[src/rtl/fan_adder_2to2_node.sv]
// Two-lane FAN reduction node: merges an adjacent pair of partial-sum lines
// when they target the same row and agree to merge, otherwise forwards both; registered output.
module fan_adder_2to2_node #(
    parameter int DW_DATA = 8,
    parameter int DW_ROW  = 4,
    parameter int DW_CTRL = 4,
    parameter int DW_LINE = DW_DATA + DW_ROW + DW_CTRL
) (
    input  logic                 clk,
    input  logic                 rst_n,
    input  logic [2*DW_LINE-1:0] in,
    output logic [2*DW_LINE-1:0] out
);

    localparam int ROW_LSB  = DW_DATA;
    localparam int CTRL_LSB = DW_DATA + DW_ROW;

    logic [DW_LINE-1:0]   hi;
    logic [DW_LINE-1:0]   lo;
    logic [DW_DATA-1:0]   hi_data;
    logic [DW_DATA-1:0]   lo_data;
    logic [DW_ROW-1:0]    hi_row;
    logic [DW_ROW-1:0]    lo_row;
    logic [DW_CTRL-1:0]   hi_ctrl;
    logic [DW_CTRL-1:0]   lo_ctrl;
    logic                 add_en;
    logic [DW_DATA-1:0]   sum;
    logic [DW_CTRL-1:0]   merged_ctrl;
    logic [2*DW_LINE-1:0] out_next;

    always_comb begin
        hi      = in[2*DW_LINE-1:DW_LINE];
        lo      = in[DW_LINE-1:0];
        hi_data = hi[DW_DATA-1:0];
        lo_data = lo[DW_DATA-1:0];
        hi_row  = hi[CTRL_LSB-1:ROW_LSB];
        lo_row  = lo[CTRL_LSB-1:ROW_LSB];
        hi_ctrl = hi[DW_LINE-1:CTRL_LSB];
        lo_ctrl = lo[DW_LINE-1:CTRL_LSB];
    end

    // The merged line keeps the outermost merge flags so it can combine again at the next level.
    always_comb begin
        add_en      = hi_ctrl[3] & lo_ctrl[3] & hi_ctrl[1] & lo_ctrl[0] & (hi_row == lo_row);
        sum         = hi_data + lo_data;
        merged_ctrl = {1'b1, hi_ctrl[2] | lo_ctrl[2], lo_ctrl[1], hi_ctrl[0]};
        out_next    = in;
        if (add_en) begin
            out_next = {merged_ctrl, hi_row, sum, {DW_LINE{1'b0}}};
        end
    end

    always_ff @(posedge clk or negedge rst_n) begin
        if (!rst_n) begin
            out <= '0;
        end else begin
            out <= out_next;
        end
    end

endmodule

[config.mk]
export PLATFORM = sky130hd
export DESIGN_NAME = fan_adder_2to2_node
export DESIGN_NICKNAME = d
export VERILOG_FILES = /design/src/rtl/fan_adder_2to2_node.sv
export SDC_FILE = /design/constraint.sdc
export NUM_CORES = 1
export LEC_CHECK = 0
export ABC_AREA = 1
export CAP_MARGIN = 20
export CORE_ASPECT_RATIO = 0.7
export CORE_MARGIN = 2
export CORE_UTILIZATION = 42
export DETAILED_ROUTE_END_ITERATION = 12
export PLACE_DENSITY_LB_ADDON = 0.15
export SYNTH_ARGS = -nofsm -noshare
export SYNTH_HDL_FRONTEND = slang
export SYNTH_SLANG_ARGS = --single-unit
[constraint.sdc]
create_clock -name clk -period 0.8 [get_ports clk]
set_clock_uncertainty 0.1 [all_clocks]
set_input_delay 0.08 -clock clk [delete_from_list [all_inputs] [get_ports clk]]
set_output_delay 0.08 -clock clk [all_outputs]
set_load 0.02 [all_outputs]
# Word level (Yosys, flattened, before mapping)
# Index checks and enable logic that the tools add are counted.
# op_classes
addsub	1
eq_ne	1
mux	1
n_bitwise	5
# ops
cell	count
$mux 32	1
$add 8x8->8	1
$and 1x1->1	4
$eq 4x4->1	1
$or 1x1->1	1
# totals
reg_bits	32
in_bits	34
word_cells	9

# Longest topological paths before layout
# Gate-level depths: netlist of run 1.
# logic_depth
depth_word	5
depth_mapped	11
depth_no_buf	11

# Worst setup path before layout of run 1
# OpenSTA, ideal clock, no wires.
# synth_timing
kind	input to register
start	input port in[0]
end	register out[22]
setup_ps	117
arrival_time_ps	1091
required_ps	583
path_slack_ps	-508
path_stages	11
path_buffers	0
cell_sequence	ha_1 inv_1 fa_1 inv_1 nand2_1 nand2_1 nand3_1 nand2_1 nand2_1 nand3_2 nand2_1
# synth_between
elab_chain_cells	2
# synth_rtl
element	line	source
start, declared	11	input logic [2*DW_LINE-1:0] in,
$add 8x8->8	45	sum = hi_data + lo_data;
$mux 32	48	if (add_en) begin
named net out_next[22]	29	logic [2*DW_LINE-1:0] out_next;
end signal, assigned	57	out <= out_next;
end, declared	12	output logic [2*DW_LINE-1:0] out
# The timed path passes the listed nets, and every way through them passes these cells.

# Final worst setup path of run 1
# layout_timing
start	input port in[6]
end	register out[22]
# Same word-level chain as after synthesis.

==> results of run 1 <==
==> metrics by stage <==
| step | hold slack (ns) | power (mW) | util | setup WS (ns) | cell area, um2 |
|---|---|---|---|---|---|
| final | -0.05061 | 4.359 | 0.8808 | -0.2834 | 3114 |
| after CTS | -0.06761 | 4.268 | 0.8588 | -0.2930 | 3037 |
| after detailed placement | 0.3723 | 2.808 | 0.7201 | -1.072 | 2546 |
| after floorplan | -0.3156 | 2.247 | - | -0.4152 | 1698 |
| after global routing | -0.04136 | 4.550 | 0.8808 | -0.3397 | 3114 |
| after global placement | 0.3673 | 2.784 | 0.7201 | -1.033 | 2546 |
==> path summary, 6_finish.rpt <==
path / end / cells past startpoint / start / slack, ns
max in group asynchronous: out[29]$_DFF_PN0_ / 2 / rst_n / 0.36
min in group asynchronous: out[24]$_DFF_PN0_ / 2 / rst_n / 0.06
setup / recovery: out[22]$_DFF_PN0_ / 7 / in[6] / -0.28
hold / removal: out[18]$_DFF_PN0_ / 3 / in[18] / -0.05
==> final cells by class <==
class,instances,area (um2),area share
multi-input cells,104,910.9,0.2925
flip-flops and latches,32,800.8,0.2571
clock inverters,2,10.01,0.003214
repair buffers,108,1099,0.3528
inverters,31,148.9,0.04781
clock buffers,6,82.58,0.02652
well taps,50,62.56,0.02009
==> per-layer routing <==
layer / track usage / vias to the layer above / part of all wire
met5: 0 / - / 0
met4: 0.09697 / 0 / 0.024
met3: 0.07792 / 14 / 0.080
met2: 0.4284 / 70 / 0.49
met1: 0.2700 / 745 / 0.41
li1: - / 733 / -
==> worst min-delay path, delay by kind of cell <==
kind	cells	cell delay (ns)
AOI/OAI and AO/OA	1	0.05
buffers and inverters	1	0.11
and+or+nand+nor	1	0.07
==> power breakdown <==
part	total, mW	leakage (nW)	internal (mW)	switching (mW)
clock network	1.31	0.0510	0.686	0.620
registers	1.75	0.373	1.70	0.0418
logic	1.31	1.10	0.686	0.622
==> layout by cell type (no fill, tap or decap), types with 2 or more instances in the layout <==
| cell type | instances |
|---|---|
| buf_12 | 5 |
| buf_2 | 12 |
| buf_4 | 21 |
| buf_6 | 42 |
| buf_8 | 4 |
| clkbuf_8 | 6 |
| clkdlybuf4s15_1 | 3 |
| clkdlybuf4s50_1 | 7 |
| clkinv_2 | 2 |
| dfrtp_1 | 32 |
| dlygate4sd2_1 | 2 |
| dlygate4sd3_1 | 10 |
| ha_4 | 7 |
| inv_1 | 18 |
| inv_2 | 8 |
| inv_4 | 2 |
| inv_8 | 2 |
| nand2_1 | 26 |
| nand2_2 | 16 |
| nand2_4 | 7 |
| nand3_1 | 2 |
| nand3_2 | 6 |
| nand3b_1 | 2 |
| nor2_1 | 4 |
| nor2_2 | 2 |
| nor2_4 | 16 |
| o21ai_2 | 3 |
| or2_4 | 2 |
| xor2_1 | 2 |
==> cell families after synthesis <==
logic type                 share of synthesized area
buffers and inverters                        0.09638
DFF                                           0.5141
AOI/OAI and AO/OA                            0.03373
adders and majority gates                    0.06907
xor gates and xnor gates                     0.02249
and+or+nand+nor                               0.2643
==> timing repair <==
item | in CTS | in global routing
endpoints found under the setup margin | 58 | 58
hold buffers | 9 | 1
cloned | 2 | 0
pin swaps | 30 | 20
resized for setup | 333 | 38
buffers inserted | 10 | 5
endpoints found under the hold margin | 11 | 5
==> results.md, run 1 <==
- Worst EP arrival: 1.17 ns
- Synthesis warning total: 0
- Detail Placement HPWL: 2736 um
- Root Buffer: clkbuf_8
- Peak Freq: 0.9230 GHz
- Std-Cell Rows: 18
- Worst Hold Class: primary input to register
- CTS tree: done
- Inserted Clock Buffers: 5
- Largest net degree at the start of global routing: 33
- Non-Filler Instances: 333
- Main area contributors after synthesis: dfrtp_1 (51%), nand2_1 (11%), inv_1 (7.0%)
- DRC violation count after routing: 0
- Setup TNS: -8.855 ns
- Avg Cell Area, Syn: 9.110 um2
- Core area: 0.003536 mm2
- Biggest register: out
- Leading registers by flop count: out (32)
- Cell with the most instances after synthesis: nand2_1
- Initial antenna violation count: 0
- Final number of hold-violating endpoints: 4
- Slew Viols, Final: 0
- Asr flop ratio synth: 1.000
- Synthesized area: 0.001558 mm2
- Die height: 54.96 um
- Post-layout worst setup margin: -0.2834 ns
- Highest-delay cell along the critical path: dlygate4sd2_1
- Die X: 76.79 um
- Layout cells sized above 1: 0.6042
- Die area: 0.004220 mm2
- RSZ-0062 raised after global routing: yes
- Critical path's most frequent cell: buf_4
- Leakage: 1.525 nW
- Violated checks: negative hold slack, negative setup slack
- H-tree lvl count: 2
- First-pass GRT wire length: 7355 um
- Vias in the first global route: 1525
- Sink Count: 32
- Crit-path cells: dlygate4sd2_1 -> ha_4 -> buf_4 -> buf_4 -> nand3b_1 -> nand3_2 -> nand2_1
- Total number of vias: 1562
- Synth Flop Type: dfrtp_1
- Final net count: 324
- Ports: 66
- Clock transition at path regs: 0.07 ns
- Slowest stage delay, CP: 0.27 ns
- Req. time, crit path: 0.89 ns
- Largest fanout on the critical path: 3
- Status: complete, but fails checks
- Filler instances: 169
- Max Buffers Root-to-Sink: 2
- Min Tclk post-route: 1.083 ns
- Yosys top cell by area: dfrtp_1
- Critical Path Source Type: primary input
- Register area share after synthesis: 0.5141
- DRT iter0 DRCs: 42
- Synth cell count leaders: nand2_1 (44), dfrtp_1 (32), inv_1 (29), nor2_1 (19), ha_1 (7)
- Setup violators final: 58
- Synthesis-stage register bit count: 32
- Rel. slew slack: 0.8547
- Period utilisation layout: 1.354
- GPL Wtd Cong: 0.7438
- Area delta synth->final: 99.92%
- CP Capture Type: register
- Bufs and invs on worst path: 3
- Total routed wirelength: 4764 um
- Count of different cell masters after synthesis: 24
- Post-synth EDFFs: 0
- Post-route ant nets: 0
- Critical Setup Path Class: primary input to register
- CP delay by family, top: buffers and inverters
- GRT overflow: 0
- Placed cells: 300
- Top cell type's share of synthesized area: 0.5141
- DR WL/cell: 14.31 um
- VDD IR max: 1.044 mV
- Gate Count Post-Synth: 171
- Worst Tran Pin Value: 0.2180 ns
- Worst hold margin: -0.05061 ns
- PwrDens: 1400 mW/mm2
- Port Buffers: 65
- Tot GR Track Use: 0.2368
- Vias/cell: 4.691
- Max FFs per register: 32
- Maxcap violations: 0
- Initial Utilization: 0.4406
- Syn Nets: 213
- Ant. Diodes: 0
- Drt first pass iters: 6
Power figures use the tool's default switching activity.
==> inputs of run 2 (changes only) <==
--- a/config.mk
+++ b/config.mk
@@ -12,6 +12,7 @@
 export CORE_UTILIZATION = 42
 export DETAILED_ROUTE_END_ITERATION = 12
 export PLACE_DENSITY_LB_ADDON = 0.15
+export RECOVER_POWER = 100
 export SYNTH_ARGS = -nofsm -noshare
 export SYNTH_HDL_FRONTEND = slang
 export SYNTH_SLANG_ARGS = --single-unit
==> run 2 against run 1 <==
The flow still finishes with violations (negative hold slack, negative setup slack). Sequential share of layout area grew 0.29 points. Via count about the same. Count of clock-buffer cells in the layout did not move. Non-clock buffer count is the same. Hold slack hardly changed. First-iteration DRC count fell by 2.4%. Global-route usage unchanged.
==> results.md, run 2 (synthesis results as in run 1) <==
- Rel. slew slack: 0.6884
- Post-route ant nets: 0
- Die height: 54.96 um
- Core area: 0.003536 mm2
- Leading cell type in the layout, fill and taps excluded: buf_6
- Total routed wirelength: 4747 um
- Min Tclk post-route: 1.084 ns
- First-pass GRT wire length: 7355 um
- Detail Placement HPWL: 2736 um
- Sink Count: 32
- Place WS: -1.072 ns
- Biggest register: out
- Worst Tran Pin Value: 0.4674 ns
- Worst hold margin: -0.05053 ns
- Ports: 66
- Status: complete, but fails checks
- Peak Freq: 0.9221 GHz
- CTS tree: done
- Hold_sp: in[18]
- Violated checks: negative hold slack, negative setup slack
- Req. time, crit path: 0.89 ns
- Leakage: 1.506 nW
- Vias/cell: 4.688
- Worst Hold Class: primary input to register
- Layout cells sized above 1: 0.5936
- CP Launch Point: in[6]
- Critical Path Source Type: primary input
- Final number of hold-violating endpoints: 4
- Largest net degree at the start of global routing: 33
- Area delta synth->final: 97.67%
- Setup violators final: 58
- Max Buffers Root-to-Sink: 2
- Drt first pass iters: 4
- Ant. Diodes: 0
- Initial Utilization: 0.4406
- Port Buffers: 65
- GRT overflow: 0
- RSZ-0062 raised after global routing: yes
- Final Core Density: 0.8708
- DRT iter0 DRCs: 41
- Std-Cell Rows: 18
- Most frequent cells in the layout: buf_6 (41), dfrtp_1 (32), nand2_1 (26)
- Root Buffer: clkbuf_8
- Tot GR Track Use: 0.2368
- GPL Wtd Cong: 0.7438
- Die X: 76.79 um
- Hold Crit Depth: 3
- Initial antenna violation count: 0
- Setup TNS: -10.61 ns
- H-tree lvl count: 2
- Maxcap violations: 0
- Final net count: 324
- Slew Viols, Final: 0
- Clock transition at path regs: 0.07 ns
- Critical Setup Path Class: primary input to register
- Period utilisation layout: 1.356
- Post-layout worst setup margin: -0.2845 ns
- Vias in the first global route: 1525
- Worst EP arrival: 1.17 ns
- VDD IR max: 1.044 mV
- DRC violation count after routing: 0
- Max FFs per register: 32
- Design Power: 4.340 mW
- Largest fanout on the critical path: 3
- Inserted Clock Buffers: 5
- CP Capture Type: register
- DR WL/cell: 14.26 um
- Leading registers by flop count: out (32)
- PwrDens: 1409 mW/mm2
- Filler instances: 178
- Total number of vias: 1561
- Die area: 0.004220 mm2
[run 2: metrics by stage]
step | area, um2 | cells
finish | 3079 | 333
global route | 3079 | 333
CTS | 3037 | 329
detailed placement | 2546 | 300
global placement | 2546 | 300
floorplan | 1698 | 171
[run 2: where the power goes]
group          switching, mW  total (mW)  internal [mW]
Combinational          0.619        1.29          0.666
Clock                  0.623        1.31          0.686
Sequential            0.0418        1.75           1.70
Total                   1.28        4.34           3.06
[run 2: what timing repair did]
| item | 4_1_cts | 5_1_grt |
|---|---|---|
| endpoints found under the setup margin | 58 | 58 |
| cloned | 2 | 0 |
| pin swaps | 30 | 20 |
| buffers inserted | 10 | 5 |
| hold buffers | 9 | 1 |
| hold endpoints to repair | 11 | 5 |
| gates resized for setup | 333 | 38 |
[run 2: critical path: stages]
cell           delay (ns)
dlygate4sd2_1        0.27
ha_4                 0.26
buf_4                0.13
buf_4                0.13
nand3b_1             0.16
nand3_2              0.08
nand2_1              0.05
[run 2: cell type report]
| type | count | area [um2] | area share |
|---|---|---|---|
| inverters | 31 | 148.9 | 0.04835 |
| repair buffers | 108 | 1064 | 0.3454 |
| well taps | 50 | 62.56 | 0.02032 |
| flip-flops and latches | 32 | 800.8 | 0.2601 |
| clock inverters | 2 | 10.01 | 0.003251 |
| multi-input cells | 104 | 910.9 | 0.2958 |
| clock buffers | 6 | 82.58 | 0.02682 |
[run 2: final timing paths]
kind,end,slack (ns)
worst max-delay path,out[22]$_DFF_PN0_,-0.28
min in group asynchronous,out[24]$_DFF_PN0_,0.14
max in group asynchronous,out[29]$_DFF_PN0_,0.13
worst min-delay path,out[18]$_DFF_PN0_,-0.05
[run 2: metal layers]
layer,vias up,wire length (um),GRT usage
met3,14,368,0.07792
met1,746,1954,0.2700
met5,-,0,0
li1,733,-,-
met4,0,116,0.09697
met2,68,2307,0.4284
==> inputs of run 3 (changes only) <==
--- a/config.mk
+++ b/config.mk
@@ -11,8 +11,9 @@
 export CORE_MARGIN = 2
 export CORE_UTILIZATION = 42
 export DETAILED_ROUTE_END_ITERATION = 12
-export PLACE_DENSITY_LB_ADDON = 0.15
+export PLACE_DENSITY = 0.89
 export RECOVER_POWER = 100
+export SLEW_MARGIN = 15
 export SYNTH_ARGS = -nofsm -noshare
 export SYNTH_HDL_FRONTEND = slang
 export SYNTH_SLANG_ARGS = --single-unit
==> run 3 against run 2 <==
The run still ends with negative hold slack, negative setup slack left. Final cell count decreased by 0.90%. Non-clock buffer count is 2 lower. Hold slack better by 0.019 ns. Combinational power barely moved. Critical path type unchanged. Largest cell class unchanged. Largest power group unchanged.
==> results.md, run 3 (synthesis results as in run 1) <==
- Worst Hold Class: primary input to register
- Die area: 0.004220 mm2
- Ant. Diodes: 0
- GPL Wtd Cong: 0.7854
- Maxcap violations: 0
- Area delta synth->final: 95.90%
- Max FFs per register: 32
- Comb pwr share: 0.303
- H-tree lvl count: 2
- Non-Filler Instances: 330
- Worst EP arrival: 1.23 ns
- Design Power: 4.245 mW
- Final net count: 322
- Int Pwr: 2.949 mW
- Sink Count: 32
- Slew Viols, Final: 0
- Layout cells sized above 1: 0.5821
- Initial Utilization: 0.4406
- VDD IR max: 1.301 mV
- Critical Setup Path Class: primary input to register
- CP Capture Point: out[18]$_DFF_PN0_
- Total routed wirelength: 5559 um
- Detail Placement HPWL: 3001 um
- Largest net degree at the start of global routing: 33
- Largest fanout on the critical path: 2
- Ports: 66
- Port Buffers: 65
- Most frequent cells in the layout: buf_6 (40), dfrtp_1 (32), nand2_1 (26)
- Core area: 0.003536 mm2
- Filler instances: 173
- Rel. slew slack: 0.6940
- Setup violators final: 58
- Initial antenna violation count: 0
- Final number of hold-violating endpoints: 3
- Drt first pass iters: 4
- Min Tclk post-route: 1.102 ns
- CP Capture Type: register
- Leakage: 1.477 nW
- PwrDens: 1391 mW/mm2
- Vias in the first global route: 1588
- Hold Crit Depth: 3
- Die height: 54.96 um
- Total number of vias: 1597
- Leading cell type in the layout, fill and taps excluded: buf_6
- GRT overflow: 0
- Placed cells: 296
- Sequential Power Share: 0.412
- Status: complete, but fails checks
- CP Launch Point: in[0]
- RSZ-0062 raised after global routing: yes
- Clock share of power: 0.285
- Worst hold margin: -0.03157 ns
- Violated checks: negative hold slack, negative setup slack
- Worst Tran Pin Value: 0.4590 ns
- Leading registers by flop count: out (32)
- DR WL/cell: 16.85 um
- Die X: 76.79 um
- First-pass GRT wire length: 7534 um
- Max Buffers Root-to-Sink: 2
- Peak Freq: 0.9078 GHz
- Vias/cell: 4.839
- Area of the multi-input gates: 903.4 um2
- Clock transition at path regs: 0.06 ns
- NetSw: 1.296 mW
- Tot GR Track Use: 0.2497
- CTS tree: done
- Post-route ant nets: 0
- Req. time, crit path: 0.92 ns
- Biggest register: out
- Std-Cell Rows: 18
- Post-layout worst setup margin: -0.3016 ns
- DRC violation count after routing: 0
- Root Buffer: clkbuf_8
- DRT iter0 DRCs: 51
- Period utilisation layout: 1.377
- Net Sw Frac: 0.3052
- Critical Path Source Type: primary input
- Sequential standard cell area: 800.8 um2
- Inserted Clock Buffers: 5
## run 3: cell types whose count changed in the layout (fill, tap and decap cells not counted), moves of 2 or more
cell             delta
dlygate4sd2_1       -2
nor2_1              -3
nor2_2              +7
nor2_4              -4
buf_4               -6
dlygate4sd3_1       +9
inv_2               -3
clkdlybuf4s15_1     -3
inv_4               +2
## run 3: worst min-delay path by stage
stage	from	slack (ns)	endpoint
after CTS	in[17]	-0.04	out[17]$_DFF_PN0_
after detailed placement	rst_n	0.39	out[28]$_DFF_PN0_
after floorplan	rst_n	-0.32	out[0]$_DFF_PN0_
after global routing	in[17]	-0.04	out[17]$_DFF_PN0_
final	in[17]	-0.03	out[17]$_DFF_PN0_
after global placement	rst_n	0.37	out[28]$_DFF_PN0_
## run 3: layer usage
layer	track usage	routed length, um
met3	0.09903	420
met1	0.2674	2182
met5	0	0
met2	0.4751	2866
met4	0.07273	90
## run 3: what timing repair did
action / 4_1_cts / 5_1_grt
endpoints found under the setup margin: 58 / 58
hold buffers: 12 / 7
buffers inserted: 8 / 1
pin swaps: 32 / 16
gates cloned: 1 / 0
resized for setup: 325 / 67
endpoints found under the hold margin: 14 / 8
## run 3: cell type report
class,count,area share
tap,50,0.02050
clock buffer,6,0.02378
sequential,32,0.2624
clock inverter,1,0.001640
inverter,31,0.05043
timing repair buffer,106,0.3452
multi-input combinational,104,0.2960
## run 3: critical path: stages
cell,delay (ns)
buf_8,0.08
ha_4,0.13
inv_2,0.04
fa_2,0.36
buf_4,0.14
buf_4,0.13
xor2_2,0.15
o21ai_2,0.13
## run 3: power by group through the flow
stage                     combinational (mW)  sequential, mW  clock, mW
after floorplan                        0.376            1.87          0
after global placement                  1.01            1.75          0
after detailed placement                1.04            1.76          0
after CTS                               1.16            1.75       1.19
after global routing                    1.37            1.75       1.33
final                                   1.29            1.75       1.21
## run 3: metrics by stage
stage	area (um2)	setup TNS, ns	setup WS, ns	utilization	hold WS, ns
after floorplan	1698	-3.333	-0.4152	-	-0.3156
after global placement	2504	-30.79	-1.023	0.7081	0.3672
after detailed placement	2504	-32.37	-1.071	0.7081	0.3938
after CTS	2915	-8.774	-0.3085	0.8245	-0.03552
after global routing	3052	-13.11	-0.3332	0.8631	-0.04220
final	3052	-11.23	-0.3016	0.8631	-0.03157
==> edit (flow settings as in run 2) <==
The parameter `DW_ROW` goes from 4 to 5.
--- a/src/rtl/fan_adder_2to2_node.sv
+++ b/src/rtl/fan_adder_2to2_node.sv
@@ -4,3 +4,3 @@
     parameter int DW_DATA = 8,
-    parameter int DW_ROW  = 4,
+    parameter int DW_ROW  = 5,
     parameter int DW_CTRL = 4,
Interface: changed (resized in and out); port bits go from 66 to 70. The function was not compared with the original's and may differ.
==> edit against run 2 <==
- the run still ends with hold timing, setup timing left
- design area grew 4.9%
- highest routed layer unchanged
- critical path type unchanged
- sequential cell count grew 2
- core utilization grew 2.5 points
- total power grew 6.2%
- routed wire length grew 31%
- largest power group unchanged
- area after synthesis grew 3.5%
- worst setup slack gained 14 ps
- die area grew 3.2%
- critical path depth grew 3
==> edit: results (changes against run 2) <==
status complete, but fails checks; failing checks hold timing, setup timing; initial antenna violation count 0 (unchanged); Worst Hold Slack -25.1 ps (+25.4 ps); Seq. pwr 1850 uW (+6%); ys flop type dfrtp_1; Arr. time, crit path 1200 ps (+30 ps); port bufs 69 (+6.2%); post-synthesis async set-or-reset flop share 1.00 (unchanged); mux contribution to synthesized area 0 (unchanged); HP Class in2reg; Avg Vias per Cell 4.83 (+3.0%); share of layout cells above drive strength 1 0.540 (-0.0533); dpl hpwl 2880 um (+5.1%); placed instance area 2530 um^2 (-0.64%); Clk pwr share 0.297 (-0.005); maximum number of pins on one net before global-route repair 35 (+6.1%); CTS root buf clkbuf_8; Placed Instances 324 (+8.0%); post-synthesis adder-cell area fraction 0.0668 (-0.00231); dominant cells by area after synthesis dfrtp_1, nand2_1, inv_1; all-layer global routing usage 0.240 (+0.00348); final setup margin -270 ps (+14.5 ps); Max power group sequential cells; Tightest Pin Transition 314 ps (-153 ps); first-pass GRT wire length 8160 um (+11%); total CTS buffers 5 (unchanged); Final Non-Filler Cells 372 (+12%); NetSw 1400 uW (+9.3%); syn nets 242 (+14%); vias in the first global route 1767 (+16%); Initial DRC Count 74 (+80%); Final TNS setup -11330 ps (-720 ps); post-synthesis sequential area ratio 0.528 (+0.0139); Netlist cell types 19 (-21%); Initial DRT Pass Iterations 4 (unchanged); Synth Instances 198 (+16%); logic gate share of total power 0.300 (+0.004); Post-CTS Hold Buffers 24 (+15); Place WS -956 ps (+116 ps); Compound-Gate Fraction of Synth Area 0.0186 (-0.0151); Leak 0.00166 uW (+10%); list of most frequent post-synthesis cells nand2_1, inv_1, dfrtp_1; Fillers 163 (-8.4%); endpoints failing setup 61 (+5.2%); YS warnings 0 (unchanged); final hold viol count 5 (+1); fin crit share 1.34 (-0.0181); wirelength, routed 6230 um (+31%); Synth Area in XOR/XNOR 0.0272 (+0.00468); clk buf depth 2 (unchanged); GP Congestion 0.846 (+14%); maximum vdd drop 0.00148 V (+42%); Largest regs out x34
==> edit: cell count changes after synthesis, sizes merged, moves of 2 or more <==
cell and delta:
dfrtp +2, nor2 -14, inv +12, nand2 +29
==> edit: what timing repair did <==
item                       in CTS  in global routing
buffers inserted               12                  2
pin swaps                      36                 32
cloned                          2                  0
resized for setup             374                 62
hold endpoints to repair       61                  5
setup endpoints to repair      61                 61
==> edit: cell families after synthesis <==
group	count (synthesis)
compound gates	6
flops	34
xor+xnor	5
fa+ha+maj	8
simple gates	98
buf+inv	47
==> edit: cell type report <==
cell class / instances / area, um^2 / share of cell area
Clock inverter: 2 / 12.5 / 0.00387
Tap cell: 50 / 62.6 / 0.0194
Clock buffer: 6 / 82.6 / 0.0256
Inverter: 43 / 174 / 0.0539
Sequential cell: 34 / 851 / 0.263
Multi-Input combinational cell: 117 / 905 / 0.280
Timing Repair Buffer: 120 / 1140 / 0.354
==> edit: worst paths after layout <==
path | startpoint | endpoint | slack [ps] | depth (start not counted)
max in group asynchronous | rst_n | out[20]$_DFF_PN0_ | 100 | 3
min in group asynchronous | rst_n | out[10]$_DFF_PN0_ | 250 | 3
worst max-delay path | in[28] | out[24]$_DFF_PN0_ | -270 | 10
worst min-delay path | in[23] | out[23]$_DFF_PN0_ | -30 | 3
==> edit: metal layers <==
metal | global-route usage | vias to the layer above | routed length (um)
met5 | 0 | - | 0
li1 | - | 826 | -
met3 | 0.0633 | 20 | 432
met4 | 0.0551 | 0 | 202
met2 | 0.410 | 94 | 3180
met1 | 0.308 | 856 | 2420
==> edit: worst max-delay path, cell delays in order <==
cell	delay, ps
clkbuf_1	150
inv_1	70
nand2_2	90
buf_4	120
nand2_1	70
nor2_1	200
nand3_1	110
nor2_1	140
nand2_1	90
nand2_1	80
